**src/rtl/hazard_pkg.sv**
```systemverilog
// hazard_pkg: shared widths, Tnew/Tuse codes, forwarding encodings and scoreboard entry layouts
package hazard_pkg;
  localparam int AW = 5;
  localparam int TW = 2;
  localparam logic [TW-1:0] TUSE_NONE = 2'd3;
  localparam logic [TW-1:0] TNEW_JAL = 2'd0;
  localparam logic [TW-1:0] TNEW_ALU = 2'd1;
  localparam logic [TW-1:0] TNEW_LW = 2'd2;
  localparam logic [1:0] FWD_D_RF = 2'd0;
  localparam logic [1:0] FWD_D_E = 2'd1;
  localparam logic [1:0] FWD_D_M = 2'd2;
  localparam logic [1:0] FWD_D_W = 2'd3;
  localparam logic [1:0] FWD_E_PIPE = 2'd0;
  localparam logic [1:0] FWD_E_M = 2'd1;
  localparam logic [1:0] FWD_E_W = 2'd2;
  typedef struct packed {
    logic [AW-1:0] dst;
    logic [TW-1:0] tnew;
  } slot_t;
  typedef struct packed {
    logic [AW-1:0] dst;
    logic [TW-1:0] tnew;
    logic [AW-1:0] rs;
    logic [AW-1:0] rt;
  } entry_t;
  localparam int SW = $bits(slot_t);
  localparam int EW = $bits(entry_t);
  function automatic logic [TW-1:0] sat_dec(input logic [TW-1:0] t);
    return t == '0 ? t : t - 1'b1;
  endfunction
endpackage

```
**src/rtl/sb_entry.sv**
```systemverilog
// sb_entry: one scoreboard slot {dst, tnew, [rs, rt]} with bubble load and optional tnew countdown
module sb_entry
  import hazard_pkg::*;
#(
  parameter int W = SW,
  parameter bit DEC = 1'b0
) (
  input  logic         clk,
  input  logic         rst_n,
  input  logic         bubble_i,
  input  logic [W-1:0] d_i,
  output logic [W-1:0] q_o
);
  localparam int TL = W - AW - TW;
  logic [W-1:0] q_d, q_q;
  always_comb begin
    q_d = bubble_i ? '0 : d_i;
    if (DEC) q_d[TL +: TW] = sat_dec(q_d[TL +: TW]);
  end
  always_ff @(posedge clk or negedge rst_n)
    if (!rst_n) q_q <= '0;
    else q_q <= q_d;
  assign q_o = q_q;
endmodule

```
**src/rtl/hazard_scoreboard.sv**
```systemverilog
// hazard_scoreboard: tracks in-flight writes across E/M/W and derives the D-stage stall
// plus operand-forwarding selects for the D and E stages.
module hazard_scoreboard
  import hazard_pkg::*;
(
  input  logic          clk,
  input  logic          rst_n,
  input  logic [AW-1:0] d_rs_i,
  input  logic [AW-1:0] d_rt_i,
  input  logic [TW-1:0] d_tuse_rs_i,
  input  logic [TW-1:0] d_tuse_rt_i,
  input  logic [AW-1:0] d_dst_i,
  input  logic [TW-1:0] d_tnew_i,
  input  logic          flush_e_i,
  output logic          stall_o,
  output logic [1:0]    fwd_rs_d_o,
  output logic [1:0]    fwd_rt_d_o,
  output logic [1:0]    fwd_rs_e_o,
  output logic [1:0]    fwd_rt_e_o
);
  entry_t e_d, e_q;
  slot_t  e_s, m_q, w_q;
  function automatic logic hit(input logic [AW-1:0] a, input slot_t s);
    return a != '0 && s.dst == a;
  endfunction
  // only the youngest producer of a register decides whether the reader must wait
  function automatic logic hazard(input logic [AW-1:0] a, input logic [TW-1:0] tuse,
                                  input slot_t e, input slot_t m, input slot_t w);
    slot_t y;
    y = hit(a, e) ? e : hit(a, m) ? m : w;
    return tuse != TUSE_NONE && hit(a, y) && y.tnew > tuse;
  endfunction
  function automatic logic [1:0] fwd_d(input logic [AW-1:0] a, input slot_t e,
                                       input slot_t m, input slot_t w);
    return hit(a, e) ? (e.tnew == '0 ? FWD_D_E : FWD_D_RF) :
           hit(a, m) ? (m.tnew == '0 ? FWD_D_M : FWD_D_RF) :
           hit(a, w) && w.tnew == '0 ? FWD_D_W : FWD_D_RF;
  endfunction
  function automatic logic [1:0] fwd_e(input logic [AW-1:0] a, input slot_t m, input slot_t w);
    return hit(a, m) ? (m.tnew == '0 ? FWD_E_M : FWD_E_PIPE) :
           hit(a, w) && w.tnew == '0 ? FWD_E_W : FWD_E_PIPE;
  endfunction
  assign e_d = '{dst: d_dst_i, tnew: d_tnew_i, rs: d_rs_i, rt: d_rt_i};
  assign e_s = '{dst: e_q.dst, tnew: e_q.tnew};
  sb_entry #(.W(EW), .DEC(1'b0)) u_e (
    .clk(clk), .rst_n(rst_n), .bubble_i(stall_o | flush_e_i), .d_i(e_d), .q_o(e_q)
  );
  sb_entry #(.W(SW), .DEC(1'b1)) u_m (
    .clk(clk), .rst_n(rst_n), .bubble_i(1'b0), .d_i(e_s), .q_o(m_q)
  );
  sb_entry #(.W(SW), .DEC(1'b1)) u_w (
    .clk(clk), .rst_n(rst_n), .bubble_i(1'b0), .d_i(m_q), .q_o(w_q)
  );
  assign stall_o = hazard(d_rs_i, d_tuse_rs_i, e_s, m_q, w_q) |
                   hazard(d_rt_i, d_tuse_rt_i, e_s, m_q, w_q);
  assign fwd_rs_d_o = fwd_d(d_rs_i, e_s, m_q, w_q);
  assign fwd_rt_d_o = fwd_d(d_rt_i, e_s, m_q, w_q);
  assign fwd_rs_e_o = fwd_e(e_q.rs, m_q, w_q);
  assign fwd_rt_e_o = fwd_e(e_q.rt, m_q, w_q);
endmodule

```
**config.mk**
```make
export PLATFORM = sky130hd
export DESIGN_NAME = hazard_scoreboard
export DESIGN_NICKNAME = d
export VERILOG_FILES = /design/src/rtl/hazard_pkg.sv /design/src/rtl/sb_entry.sv /design/src/rtl/hazard_scoreboard.sv
export SDC_FILE = /design/constraint.sdc
export NUM_CORES = 1
export LEC_CHECK = 0
export ABC_CLOCK_PERIOD_IN_PS = 6900
export CORE_MARGIN = 1.5
export CORE_UTILIZATION = 57
export CTS_CLUSTER_SIZE = 10
export DETAILED_ROUTE_END_ITERATION = 10
export PLACE_DENSITY_LB_ADDON = 0.3
export SETUP_SLACK_MARGIN = 0.1
export SYNTH_ARGS = -nofsm -noshare
export SYNTH_HDL_FRONTEND = slang
export SYNTH_HIERARCHICAL = 1
export SYNTH_SLANG_ARGS = --single-unit
export TNS_END_PERCENT = 100
```
**constraint.sdc**
```tcl
create_clock -name clk -period 6.9 [get_ports clk]
set_clock_uncertainty 0.15 [all_clocks]
set_input_delay 0.69 -clock clk [delete_from_list [all_inputs] [get_ports clk]]
set_output_delay 0.69 -clock clk [all_outputs]
set_load 0.05 [all_outputs]
```
==> insert_results.sql <==
INSERT INTO impl_metrics (metric_group, metric, value, unit) VALUES
('final_layout', 'layout.cells.most_common', 'sky130_fd_sc_hd__clkdlybuf4s50_1', ''),
('place', 'gpl.final_weighted_congestion', '0.8392', ''),
('sta', 'post-route-period-util', '76.67', '%'),
('sta', 'final_setup_vio_count', '0', ''),
('critical_path', 'worst_ep_required_time', '6.06', 'ns'),
('pwr', 'post-layout-total-power', '0.3952', 'mW'),
('sta', 'clock.fmax', '189.0', 'MHz'),
('yosys', 'fraction_of_synthesized_area_in_multiplexers', '5.034', '%'),
('pwr', 'power-per-cell-area', '159.4', 'nW/um^2'),
('yosys', 'synth_fa_ha_area_share', '2.486', '%'),
('sta', 'timing.hold.ws', '0.3895', 'ns'),
('cts', 'cts_buffer_depth', '2', ''),
('global_routing', 'antenna_found_initial', '0', ''),
('cts', 'cts.htree.levels', '2', ''),
('cts', 'ctsResizeCount', '0', ''),
('yosys', 'syn-cell-area', '2013', 'sq um'),
('floorplan', 'floorplan.core_area', '3363', 'sq um'),
('sta', 'layout_setup_ws', '1.610', 'ns'),
('outcome', 'outcome', 'finished clean', ''),
('critical_path', 'crit_path_start_kind', 'input pin', ''),
('global_routing', 'gr-total-overflow', '0', ''),
('pwr', 'max-vdd-ir-drop', '0.0001291', 'V'),
('final_layout', 'syn2layout_area_growth', '23.12', '%'),
('place', 'dp_hpwl', '3254', 'um'),
('yosys', 'xor_xnor_share_of_the_synthesized_area', '20.88', '%'),
('place', 'post_place_cell_area', '2429', 'sq um'),
('critical_path', 'worstPathArrival', '4.45', 'ns'),
('floorplan', 'die-height', '62.43', 'um'),
('final_layout', 'design_area', '2479', 'sq um'),
('yosys', 'synth-compound-area-share', '3.729', '%'),
('yosys', 'synthSimpleGateAreaFrac', '27.10', '%'),
('sta', 'timing.final.max_slew_violations', '0', ''),
('drt', 'dr_total_vias', '1538', ''),
('sta', 'period_needed', '5.290', 'ns'),
('cts', 'numCtsBuffers', '5', ''),
('yosys', 'synth_area_per_cell', '10.32', 'sq um'),
('drt', 'dr.first_iter.drc_count', '52', ''),
('global_routing', 'met2_usage', '41.26', '%'),
('global_routing', 'global_route_wire_length_before_repair', '7307', 'um'),
('global_routing', 'grt_most_used_layer', 'met2', ''),
('cts', 'cts_tree', 'done', ''),
('global_routing', 'grt_use_met3', '4.324', '%'),
('floorplan', 'dieArea', '3898', 'sq um'),
('yosys', 'synth.yosys.seq_area_share', '38.53', '%'),
('place', 'portBuffers', '32', ''),
('yosys', 'postSynthCellCount', '195', ''),
('floorplan', 'std_cell_rows', '21', ''),
('yosys', 'synth_warnings', '6', ''),
('floorplan', 'dieWidth', '62.43', 'um'),
('sta', 'timing.final.hold_violations', '0', ''),
('critical_path', 'crit_path_max_fanout', '6', ''),
('final_layout', 'nNetsFinal', '273', ''),
('cts', 'clock_sink_count', '31', ''),
('floorplan', 'start_util', '59.86', '%'),
('sta', 'max-slew-margin-rel', '40.58', '%'),
('drt', 'vias_per_cell', '5.267', ''),
('yosys', 'synth_ff_type', 'sky130_fd_sc_hd__dfrtp_1', ''),
('yosys', 'async_reset_ff_share', '100.0', '%'),
('pwr', 'power_leakage', '1.130', 'nW'),
('sta', 'worstMarginPinSlew', '0.8831', 'ns'),
('yosys', 'synth.distinct_cells', '34', ''),
('flow_run', 'number_of_maximum_capacitance_constraint_violations', '0', ''),
('cts', 'cts_stage_hold_buffer_count', '0', ''),
('drt', 'firstDrtPassIters', '4', ''),
('cts', 'clock_latency', '0.32', 'ns'),
('floorplan', 'ioPinCount', '33', ''),
('drt', 'remaining_drc_errors', '0', ''),
('sta', 'rsz0062_at_grt', 'false', ''),
('final_layout', 'mostFrequentLayoutCells', '32 x sky130_fd_sc_hd__clkdlybuf4s50_1, 31 x sky130_fd_sc_hd__dfrtp_1, 25 x sky130_fd_sc_hd__xnor2_1', ''),
('place', 'placement.setup.worst_slack', '1.604', 'ns'),
('drt', 'drt-wirelength-per-cell', '14.31', 'um');
==> sequential cells by signal (all words and copies together), names as in the netlist <==
name and cells:
u_e/q_o 17, u_m/q_o 7, u_w/q_o 7
==> layout make-up <==
type	instances	area, sq um
clock buffer	7	45.04
clock inverter	1	5.005
fill	278	884.6
inverter	6	22.52
multi-input combinational	168	1245
sequential	31	775.7
tap	46	57.56
timing repair buffer	33	327.8
==> cell usage after synthesis (2+ instances only) <==
| library cell | n | area share [%] |
|---|---|---|
| sky130_fd_sc_hd__nor3b_1 | 2 | 0.75 |
| sky130_fd_sc_hd__or4_1 | 3 | 1.1 |
| sky130_fd_sc_hd__nor2_2 | 2 | 0.62 |
| sky130_fd_sc_hd__xnor2_1 | 25 | 11 |
| sky130_fd_sc_hd__nand3b_1 | 3 | 1.1 |
| sky130_fd_sc_hd__nand2_1 | 6 | 1.1 |
| sky130_fd_sc_hd__inv_1 | 6 | 1.1 |
| sky130_fd_sc_hd__and3b_2 | 2 | 0.99 |
| sky130_fd_sc_hd__nor3_1 | 11 | 2.7 |
| sky130_fd_sc_hd__nand3_1 | 6 | 1.5 |
| sky130_fd_sc_hd__mux2_2 | 5 | 2.8 |
| sky130_fd_sc_hd__mux2i_1 | 3 | 1.5 |
| sky130_fd_sc_hd__a21oi_1 | 5 | 1.2 |
| sky130_fd_sc_hd__xor2_1 | 23 | 10 |
| sky130_fd_sc_hd__a22o_1 | 2 | 0.87 |
| sky130_fd_sc_hd__nor4_1 | 4 | 1.2 |
| sky130_fd_sc_hd__clkbuf_1 | 2 | 0.37 |
| sky130_fd_sc_hd__o31ai_1 | 2 | 0.75 |
| sky130_fd_sc_hd__ha_1 | 4 | 2.5 |
| sky130_fd_sc_hd__dfrtp_1 | 31 | 39 |
| sky130_fd_sc_hd__nor2_1 | 5 | 0.93 |
| sky130_fd_sc_hd__nor4b_1 | 2 | 0.87 |
| sky130_fd_sc_hd__nand4_1 | 3 | 0.93 |
| sky130_fd_sc_hd__nor2b_1 | 12 | 3.7 |
| sky130_fd_sc_hd__and2b_2 | 17 | 7.4 |
==> metal layers <==
layer | up-vias | wire length (um) | share of wire (%)
met2 | 35 | 2157 | 52
met5 | - | 0 | 0
met3 | 8 | 161 | 3.9
met4 | 0 | 65 | 1.6
li1 | 756 | - | -
met1 | 739 | 1795 | 43
==> critical path, stage by stage <==
cell and delay, ns:
sky130_fd_sc_hd__clkdlybuf4s50_1 0.53, sky130_fd_sc_hd__or4_1 0.56, sky130_fd_sc_hd__nor2_2 0.20, sky130_fd_sc_hd__or4_4 0.20, sky130_fd_sc_hd__mux2_4 0.29, sky130_fd_sc_hd__mux2_2 0.26
sky130_fd_sc_hd__ha_1 0.29, sky130_fd_sc_hd__a22o_1 0.20, sky130_fd_sc_hd__nor3_1 0.19, sky130_fd_sc_hd__o31ai_1 0.15, sky130_fd_sc_hd__nand2_1 0.09, sky130_fd_sc_hd__clkdlybuf4s50_1 0.79
==> stage by stage <==
| step | cells | util [%] |
|---|---|---|
| after global placement | 284 | 72.21 |
| after floorplan | 208 | - |
| after detailed placement | 284 | 72.21 |
| after CTS | 292 | 73.70 |
| after global routing | 292 | 73.70 |
| final | 292 | 73.70 |
==> power by group <==
part           internal [mW]  switching, mW  leakage (nW)  total (mW)
logic                 0.0479         0.0477         0.690      0.0956
registers              0.190         0.0129         0.411       0.203
clock network         0.0396         0.0574        0.0293      0.0971
total                  0.277          0.118          1.13       0.395
==> cell families after synthesis <==
family,count (synthesis)
buffers and inverters,9
adders and majority gates,4
AOI/OAI and AO/OA,11
and+or+nand+nor,82
xor gates and xnor gates,48
muxes,9
other,1
DFF,31
==> path summary, 6_finish.rpt <==
kind                             start  slack [ns]  depth (start not counted)    endpoint
max                          d_rs_i[1]        1.61                         12     stall_o
min                        u_e/q_o[10]        0.39                          1  u_m/q_o[0]
max reg2reg                 u_m/q_o[4]        3.17                         11  u_e/q_o[2]
min reg2reg                u_e/q_o[10]        0.39                          1  u_m/q_o[0]
max in group asynchronous        rst_n        5.72                          2  u_m/q_o[4]
min in group asynchronous        rst_n        0.61                          2  u_e/q_o[4]
No activity file was read; power rests on OpenSTA's default activity.
